===== src/rtl/hazard_scoreboard.sv =====
// hazard_scoreboard: issue-stage interlock for the in-order integer/FP pipeline.
// Tracks outstanding GPR, FPR and EFLAGS writes. Issue is granted only when
// the presented op has no RAW/WAW hazard, with writeback bypassed into the
// check. Ordering-sensitive ops wait for an empty scoreboard, and a flush
// blocks issue for FLUSH_CYC cycles.
//
// Ports:
//   clk, rst                  clock, async active-high reset
//   iss_valid, iss_rut        op presented for issue and its register usage
//   iss_serial                op may only issue with nothing pending
//   iss_ready                 issue permitted this cycle (combinational)
//   wb_g_valid/wb_g_idx       GPR writeback
//   wb_f_valid/wb_f_idx       FPR writeback
//   wb_ef_valid               EFLAGS writeback
//   flush                     kill all in-flight ops
//   busy_g/busy_f/busy_ef     registered pending bits
//   stall_cnt                 saturating count of stalled issue cycles

package hazard_scoreboard_pkg;

    localparam int unsigned RUT_IDX_W = 5;

    // Register-usage descriptor of the op waiting to issue.
    typedef struct packed {
        logic [RUT_IDX_W-1:0] d;
        logic [RUT_IDX_W-1:0] s;
        logic [RUT_IDX_W-1:0] t;
        logic                 from_gd;
        logic                 from_fd;
        logic                 to_gd;
        logic                 to_fd;
        logic                 from_gs;
        logic                 from_fs;
        logic                 from_gt;
        logic                 from_ft;
        logic                 from_ef;
        logic                 to_ef;
    } rut_t;

endpackage

module hazard_scoreboard
    import hazard_scoreboard_pkg::*;
#(
    parameter int unsigned NGPR      = 16,
    parameter int unsigned NFPR      = 16,
    parameter int unsigned IDX_W     = 4,
    parameter int unsigned FLUSH_CYC = 2
) (
    input  logic              clk,
    input  logic              rst,
    input  logic              iss_valid,
    input  rut_t              iss_rut,
    input  logic              iss_serial,
    output logic              iss_ready,
    input  logic              wb_g_valid,
    input  logic [IDX_W-1:0]  wb_g_idx,
    input  logic              wb_f_valid,
    input  logic [IDX_W-1:0]  wb_f_idx,
    input  logic              wb_ef_valid,
    input  logic              flush,
    output logic [NGPR-1:0]   busy_g,
    output logic [NFPR-1:0]   busy_f,
    output logic              busy_ef,
    output logic [31:0]       stall_cnt
);

    localparam int unsigned TMR_W = 3;

    typedef enum logic {
        ST_RUN   = 1'b0,
        ST_FLUSH = 1'b1
    } state_t;

    state_t            state_q, state_d;
    logic [TMR_W-1:0]  timer_q, timer_d;
    logic [NGPR-1:0]   pend_g_q, pend_g_d;
    logic [NFPR-1:0]   pend_f_q, pend_f_d;
    logic              pend_ef_q, pend_ef_d;
    logic [31:0]       stall_q, stall_d;

    logic [IDX_W-1:0]  d_idx, s_idx, t_idx;
    logic [NGPR-1:0]   wb_g_mask, dsel_g, ssel_g, tsel_g;
    logic [NFPR-1:0]   wb_f_mask, dsel_f, ssel_f, tsel_f;
    logic [NGPR-1:0]   eff_g;
    logic [NFPR-1:0]   eff_f;
    logic              eff_ef;
    logic              hazard;
    logic              all_clear;
    logic              issue_fire;
    logic              unused_rut_bits;

    assign d_idx = iss_rut.d[IDX_W-1:0];
    assign s_idx = iss_rut.s[IDX_W-1:0];
    assign t_idx = iss_rut.t[IDX_W-1:0];

    // Upper descriptor index bits are architecturally don't-care here.
    assign unused_rut_bits = ^iss_rut;

    // One-hot decode of operand indices and writeback targets.
    always_comb begin
        wb_g_mask = '0;
        dsel_g    = '0;
        ssel_g    = '0;
        tsel_g    = '0;
        wb_f_mask = '0;
        dsel_f    = '0;
        ssel_f    = '0;
        tsel_f    = '0;
        for (int unsigned i = 0; i < NGPR; i++) begin
            wb_g_mask[i] = wb_g_valid && (wb_g_idx == IDX_W'(i));
            dsel_g[i]    = (d_idx == IDX_W'(i));
            ssel_g[i]    = (s_idx == IDX_W'(i));
            tsel_g[i]    = (t_idx == IDX_W'(i));
        end
        for (int unsigned i = 0; i < NFPR; i++) begin
            wb_f_mask[i] = wb_f_valid && (wb_f_idx == IDX_W'(i));
            dsel_f[i]    = (d_idx == IDX_W'(i));
            ssel_f[i]    = (s_idx == IDX_W'(i));
            tsel_f[i]    = (t_idx == IDX_W'(i));
        end
    end

    // Same-cycle writeback bypasses into the hazard check.
    assign eff_g  = pend_g_q & ~wb_g_mask;
    assign eff_f  = pend_f_q & ~wb_f_mask;
    assign eff_ef = pend_ef_q & ~wb_ef_valid;

    always_comb begin
        hazard = 1'b0;
        if ((iss_rut.from_gd || iss_rut.to_gd) && |(eff_g & dsel_g)) hazard = 1'b1;
        if ((iss_rut.from_fd || iss_rut.to_fd) && |(eff_f & dsel_f)) hazard = 1'b1;
        if (iss_rut.from_gs && |(eff_g & ssel_g))                    hazard = 1'b1;
        if (iss_rut.from_fs && |(eff_f & ssel_f))                    hazard = 1'b1;
        if (iss_rut.from_gt && |(eff_g & tsel_g))                    hazard = 1'b1;
        if (iss_rut.from_ft && |(eff_f & tsel_f))                    hazard = 1'b1;
        if ((iss_rut.from_ef || iss_rut.to_ef) && eff_ef)            hazard = 1'b1;
    end

    assign all_clear  = ~(|eff_g) & ~(|eff_f) & ~eff_ef;
    assign iss_ready  = (state_q == ST_RUN) & ~hazard & (~iss_serial | all_clear);
    assign issue_fire = iss_valid & iss_ready & ~flush;

    // Next state: flush clear > issue set > writeback clear.
    always_comb begin
        state_d   = state_q;
        timer_d   = timer_q;
        pend_g_d  = pend_g_q;
        pend_f_d  = pend_f_q;
        pend_ef_d = pend_ef_q;
        stall_d   = stall_q;

        if (iss_valid && !iss_ready && (stall_q != 32'hFFFF_FFFF)) begin
            stall_d = stall_q + 32'd1;
        end

        if (flush) begin
            state_d   = ST_FLUSH;
            timer_d   = TMR_W'(FLUSH_CYC);
            pend_g_d  = '0;
            pend_f_d  = '0;
            pend_ef_d = 1'b0;
        end else begin
            case (state_q)
                ST_RUN: begin
                    pend_g_d  = eff_g;
                    pend_f_d  = eff_f;
                    pend_ef_d = eff_ef;
                    if (issue_fire) begin
                        if (iss_rut.to_gd) pend_g_d = pend_g_d | dsel_g;
                        if (iss_rut.to_fd) pend_f_d = pend_f_d | dsel_f;
                        if (iss_rut.to_ef) pend_ef_d = 1'b1;
                    end
                end
                ST_FLUSH: begin
                    // Writebacks are ignored; nothing is pending in this state.
                    if (timer_q <= TMR_W'(1)) begin
                        state_d = ST_RUN;
                        timer_d = '0;
                    end else begin
                        timer_d = timer_q - TMR_W'(1);
                    end
                end
                default: begin
                    state_d = ST_RUN;
                    timer_d = '0;
                end
            endcase
        end
    end

    // State register.
    always_ff @(posedge clk or posedge rst) begin
        if (rst) begin
            state_q   <= ST_RUN;
            timer_q   <= '0;
            pend_g_q  <= '0;
            pend_f_q  <= '0;
            pend_ef_q <= 1'b0;
            stall_q   <= '0;
        end else begin
            state_q   <= state_d;
            timer_q   <= timer_d;
            pend_g_q  <= pend_g_d;
            pend_f_q  <= pend_f_d;
            pend_ef_q <= pend_ef_d;
            stall_q   <= stall_d;
        end
    end

    assign busy_g    = pend_g_q;
    assign busy_f    = pend_f_q;
    assign busy_ef   = pend_ef_q;
    assign stall_cnt = stall_q;

endmodule


===== config.mk =====
export PLATFORM = sky130hd
export DESIGN_NAME = hazard_scoreboard
export DESIGN_NICKNAME = d
export VERILOG_FILES = /design/src/rtl/hazard_scoreboard.sv
export SDC_FILE = /design/constraint.sdc
export NUM_CORES = 1
export LEC_CHECK = 0
export ABC_AREA = 1
export CAP_MARGIN = 20
export CORE_MARGIN = 2
export CORE_UTILIZATION = 40
export CTS_BUF_LIST = sky130_fd_sc_hd__clkbuf_4
export CTS_CLUSTER_DIAMETER = 80
export DETAILED_ROUTE_END_ITERATION = 6
export PLACE_DENSITY_LB_ADDON = 0.05
export SYNTH_ARGS = -nofsm -noshare
export SYNTH_HDL_FRONTEND = slang
export SYNTH_SLANG_ARGS = --single-unit
export TNS_END_PERCENT = 30

===== constraint.sdc =====
create_clock -name clk -period 4.45 [get_ports clk]
set_input_delay 0.445 -clock clk [delete_from_list [all_inputs] [get_ports clk]]
set_output_delay 0.445 -clock clk [all_outputs]
set_load 0.005 [all_outputs]

==> summary.md <==
The cell chosen for the clock root was clkbuf_4. Synthesis-to-finish area growth: 23.5%. Detailed placement finished with a half-perimeter wire length of 17.2 mm. The biggest cell delay along the critical path was 710 ps. The placement row count was 43; the total number of yosys warnings was 0. After clock tree synthesis, the clock-pin slew on the worst setup and hold paths is 120 ps. The portion of synthesized area spent on multiplexers is 0%. The utilization after layout was 50.8%; the clock latency on the worst-skew pair was 460 ps.

Post-layout minimum cycle time: 3690 ps. The total nets after synthesis was 1029. At the worst endpoint, the arrival time is 3240 ps. Of all nets on the critical path, the largest fanout is 11. The run gives 0 as the count of final max-slew check failures. The logs give 271 MHz for the highest attainable clock frequency and 31.4% for the combinational cell fraction of total power.

Summing the areas of all xor and xnor instances in the mapped netlist gives 4.89% of the synthesized area. Data on the critical path is required at its endpoint by 4010 ps. For the leakage power, the log shows 3.69 nW.

Across the VDD grid, the largest voltage drop is 0.000196 V. The tools report the top-level I/O count as 107. The worst setup path is launched from an input port. The net switching power was 0.000640 W.

The net total in the final layout was 1126. Clock network power share: 27.6%. A synthesized cell averages 5.82 um2.

After detailed routing, the number of remaining DRC violations is 0. The run gives 582 as the iteration-0 DRC count of the detailed router. After filler insertion, the fill cell instance count of the layout stands at 1539. Of the total synthesized cell area, the portion taken by AND, OR, NAND and NOR gates is 54.7%. Among the stages of the critical path, the cell type that occurs most often is nor2_1.

The min-delay analysis places its worst path in the category input port to async pin. Clock skew on the completed layout was measured at 21.9 ps. Summed over all layers, the routed wires come to 22.0 mm. Summing the areas of all compound-gate instances in the mapped netlist gives 1.53% of the synthesized area.

The die is 124 um tall. Dividing total power by cell area gives a power density of 244 nW/um2. In the final layout, the share of cells above drive strength 1 is 3.59%. Setup repair after global routing left no endpoint under its margin.

The number of storage elements in the synthesis netlist works out to 69. The final critical path takes up 82.9% of the cycle. Number of antenna violations at the first check in global routing: 1. Routability-driven placement finished with a final weighted congestion of 1.02.

The worst setup path category was input port to primary output. The final setup violation count is 0. Post-CTS repair changed the size of 0 cells. No sink is reached through more buffers than the 2 on the longest clock path. Entering global routing, the biggest net connects 40 pins. TritonCTS built the clock tree. Buffers inserted during clock tree synthesis total 9. Registers are responsible for 41.1% of the overall power. The switching part of the total works out to 37.1%.

The sequential share of the synthesized area is 30.1%, and the via count normalized by instance count is 5.37. The run finished with clean final reports. After clock tree synthesis, the setup repair step added 0 buffers. The normalized max-slew margin was 56.0%; the average detailed-routed wire length per instance was 17.3 um. The via count was 6813.

The pre-antenna-repair detailed-routing pass consisted of 6 iterations. The run gives 6297 as the number of global-route vias before repair. The count of cell types in the netlist is 26, and the total of buffers placed on input and output ports is 103. Total global routing track utilization: 29.4%. The mapped netlist covers 5730 um2. The endpoint kind of the worst setup timing path was a primary output.

The internal power consumption was 0.00108 W; the clock net sink count was 69. After synthesis, the largest family of logic cells by area is simple AND/OR/NAND/NOR gates. Once detail routing completed, the nets flagged for antenna violations numbered 0. The largest individual stage delay along the critical path comes from the cell clkdlybuf4s50_1.

The final count of hold timing violations is 0, and the slew at the pin with the worst max-slew slack is 659 ps. The H-tree generated during clock tree synthesis spans 3 levels. The adder-cell area share of the yosys netlist was 0.655%; the placeable core area was 13900 um2.

The starting utilization of the core area is 41.1%, and the total congestion overflow is 0. In this run the horizontal extent of the chip is 124 um. After technology mapping, the gate count stands at 985. The full die area is 15300 um2, and the total negative slack is 0 ps.

The hold buffer count at CTS was 0; the global-route wire length before repair was 33.5 mm. Traced cell by cell, the critical path runs through clkdlybuf4s50_1 -> nand2_1 -> nor2_1 -> nand2_1 -> nand3_1 -> nand2_1 -> nor2_1 -> nand2_1 -> nor2_1 -> nor2_1 -> nor2_1 -> nand3_1 -> nor2_4 -> clkdlybuf4s50_1. The tool flagged a number of max-cap violations equal to 0.
==> cells in the final DEF, fill, tap and decap left out, drive strengths merged, types with 3 or more instances in the layout <==
cell and count:
buf 6, clkbuf 11, clkdlybuf4s50 103, dfrtp 69, ha 3, inv 92
nand2 382, nand3 173, nand4 10, nor2 160, nor3 17, nor4 6
o21ai 13, xnor2 10, xor2 22
==> path summary, 6_finish.rpt <==
kind / depth (start not counted) / from / slack, ps / end
min in group clk: 2 / stall_cnt[31] / 530 / stall_cnt[31]
min: 2 / rst / 390 / busy_ef
max reg2reg: 14 / stall_cnt[1] / 1480 / stall_cnt[2]
min reg2reg: 2 / stall_cnt[31] / 530 / stall_cnt[31]
max: 14 / wb_f_valid / 760 / iss_ready
max in group asynchronous: 3 / rst / 3080 / stall_cnt[1]
==> critical path: cells and delay by family <==
kind | cells | cell delay, ps
buffers and inverters | 2 | 1220
and+or+nand+nor | 12 | 1570
==> sequential cells by signal, summed over array words and instances (netlist names) <==
signal     flops
busy_f        16
stall_cnt     32
timer_q        3
state_q        1
busy_g        16
busy_ef        1
==> routing by layer <==
metal	wire, um	share of wire (%)	vias to the layer above	GRT usage (%)
met5	0	0	-	0
met4	1250	5.7	0	16.6
met3	1600	7.3	78	4.67
met2	10100	46	335	48.1
met1	8970	41	3091	36.9
li1	-	-	3309	-
==> per-stage QoR <==
step,cell area [um2],std cells,power [W],worst slack [ps],hold slack (ps)
finish,7080,1268,0.00172,761,387
floorplan,5730,985,0.00106,2220,485
CTS,7080,1267,0.00174,798,385
global route,7080,1268,0.00183,561,426
global placement,6920,1251,0.00126,742,495
detailed placement,6920,1251,0.00126,726,510
==> kinds of logic after synthesis <==
family / count (synthesis)
compound gates: 16
xor+xnor: 32
fa+ha+maj: 3
buf+inv: 115
flops: 69
simple gates: 750
==> cell usage after synthesis <==
| cell | count | area, um2 |
|---|---|---|
| o21ai_0 | 12 | 60.1 |
| buf_4 | 1 | 7.51 |
| nand2_4 | 1 | 11.3 |
| and3_1 | 1 | 6.26 |
| o221ai_1 | 1 | 8.76 |
| or2_2 | 1 | 6.26 |
| inv_2 | 3 | 11.3 |
| nand4_1 | 10 | 62.6 |
| ha_1 | 3 | 37.5 |
| nor2_1 | 150 | 563 |
| nor4_1 | 6 | 37.5 |
| nor3_1 | 17 | 85.1 |
| o32ai_1 | 1 | 8.76 |
| clkbuf_1 | 13 | 48.8 |
| a21oi_1 | 1 | 5.00 |
| o21ai_1 | 1 | 5.00 |
| xnor2_1 | 10 | 87.6 |
| buf_2 | 6 | 30.0 |
| dfrtp_1 | 69 | 1730 |
| inv_1 | 89 | 334 |
| xor2_1 | 22 | 193 |
| nand3_1 | 173 | 866 |
| nor2_4 | 1 | 11.3 |
| buf_6 | 3 | 33.8 |
| nand2_1 | 381 | 1430 |
| nor2_2 | 9 | 56.3 |
==> layout make-up <==
cell class | instances | area [um2] | area share (%)
antenna | 1 | 2.50 | 0.0353
clock buffer | 11 | 82.6 | 1.17
clock inverter | 5 | 75.1 | 1.06
inverter | 92 | 345 | 4.88
multi-input combinational | 801 | 3550 | 50.1
sequential | 69 | 1730 | 24.4
tap | 180 | 225 | 3.18
timing repair buffer | 109 | 1080 | 15.2
==> power groups by stage <==
stage          combinational, W  clock, W  sequential [W]
5_1_grt                0.000600  0.000518        0.000716
2_1_floorplan          0.000344         0        0.000714
3_5_place_dp           0.000540         0        0.000719
3_3_place_gp           0.000537         0        0.000720
6_report               0.000541  0.000476        0.000708
4_1_cts                0.000541  0.000490        0.000708
(Power assumes the default switching activity.)
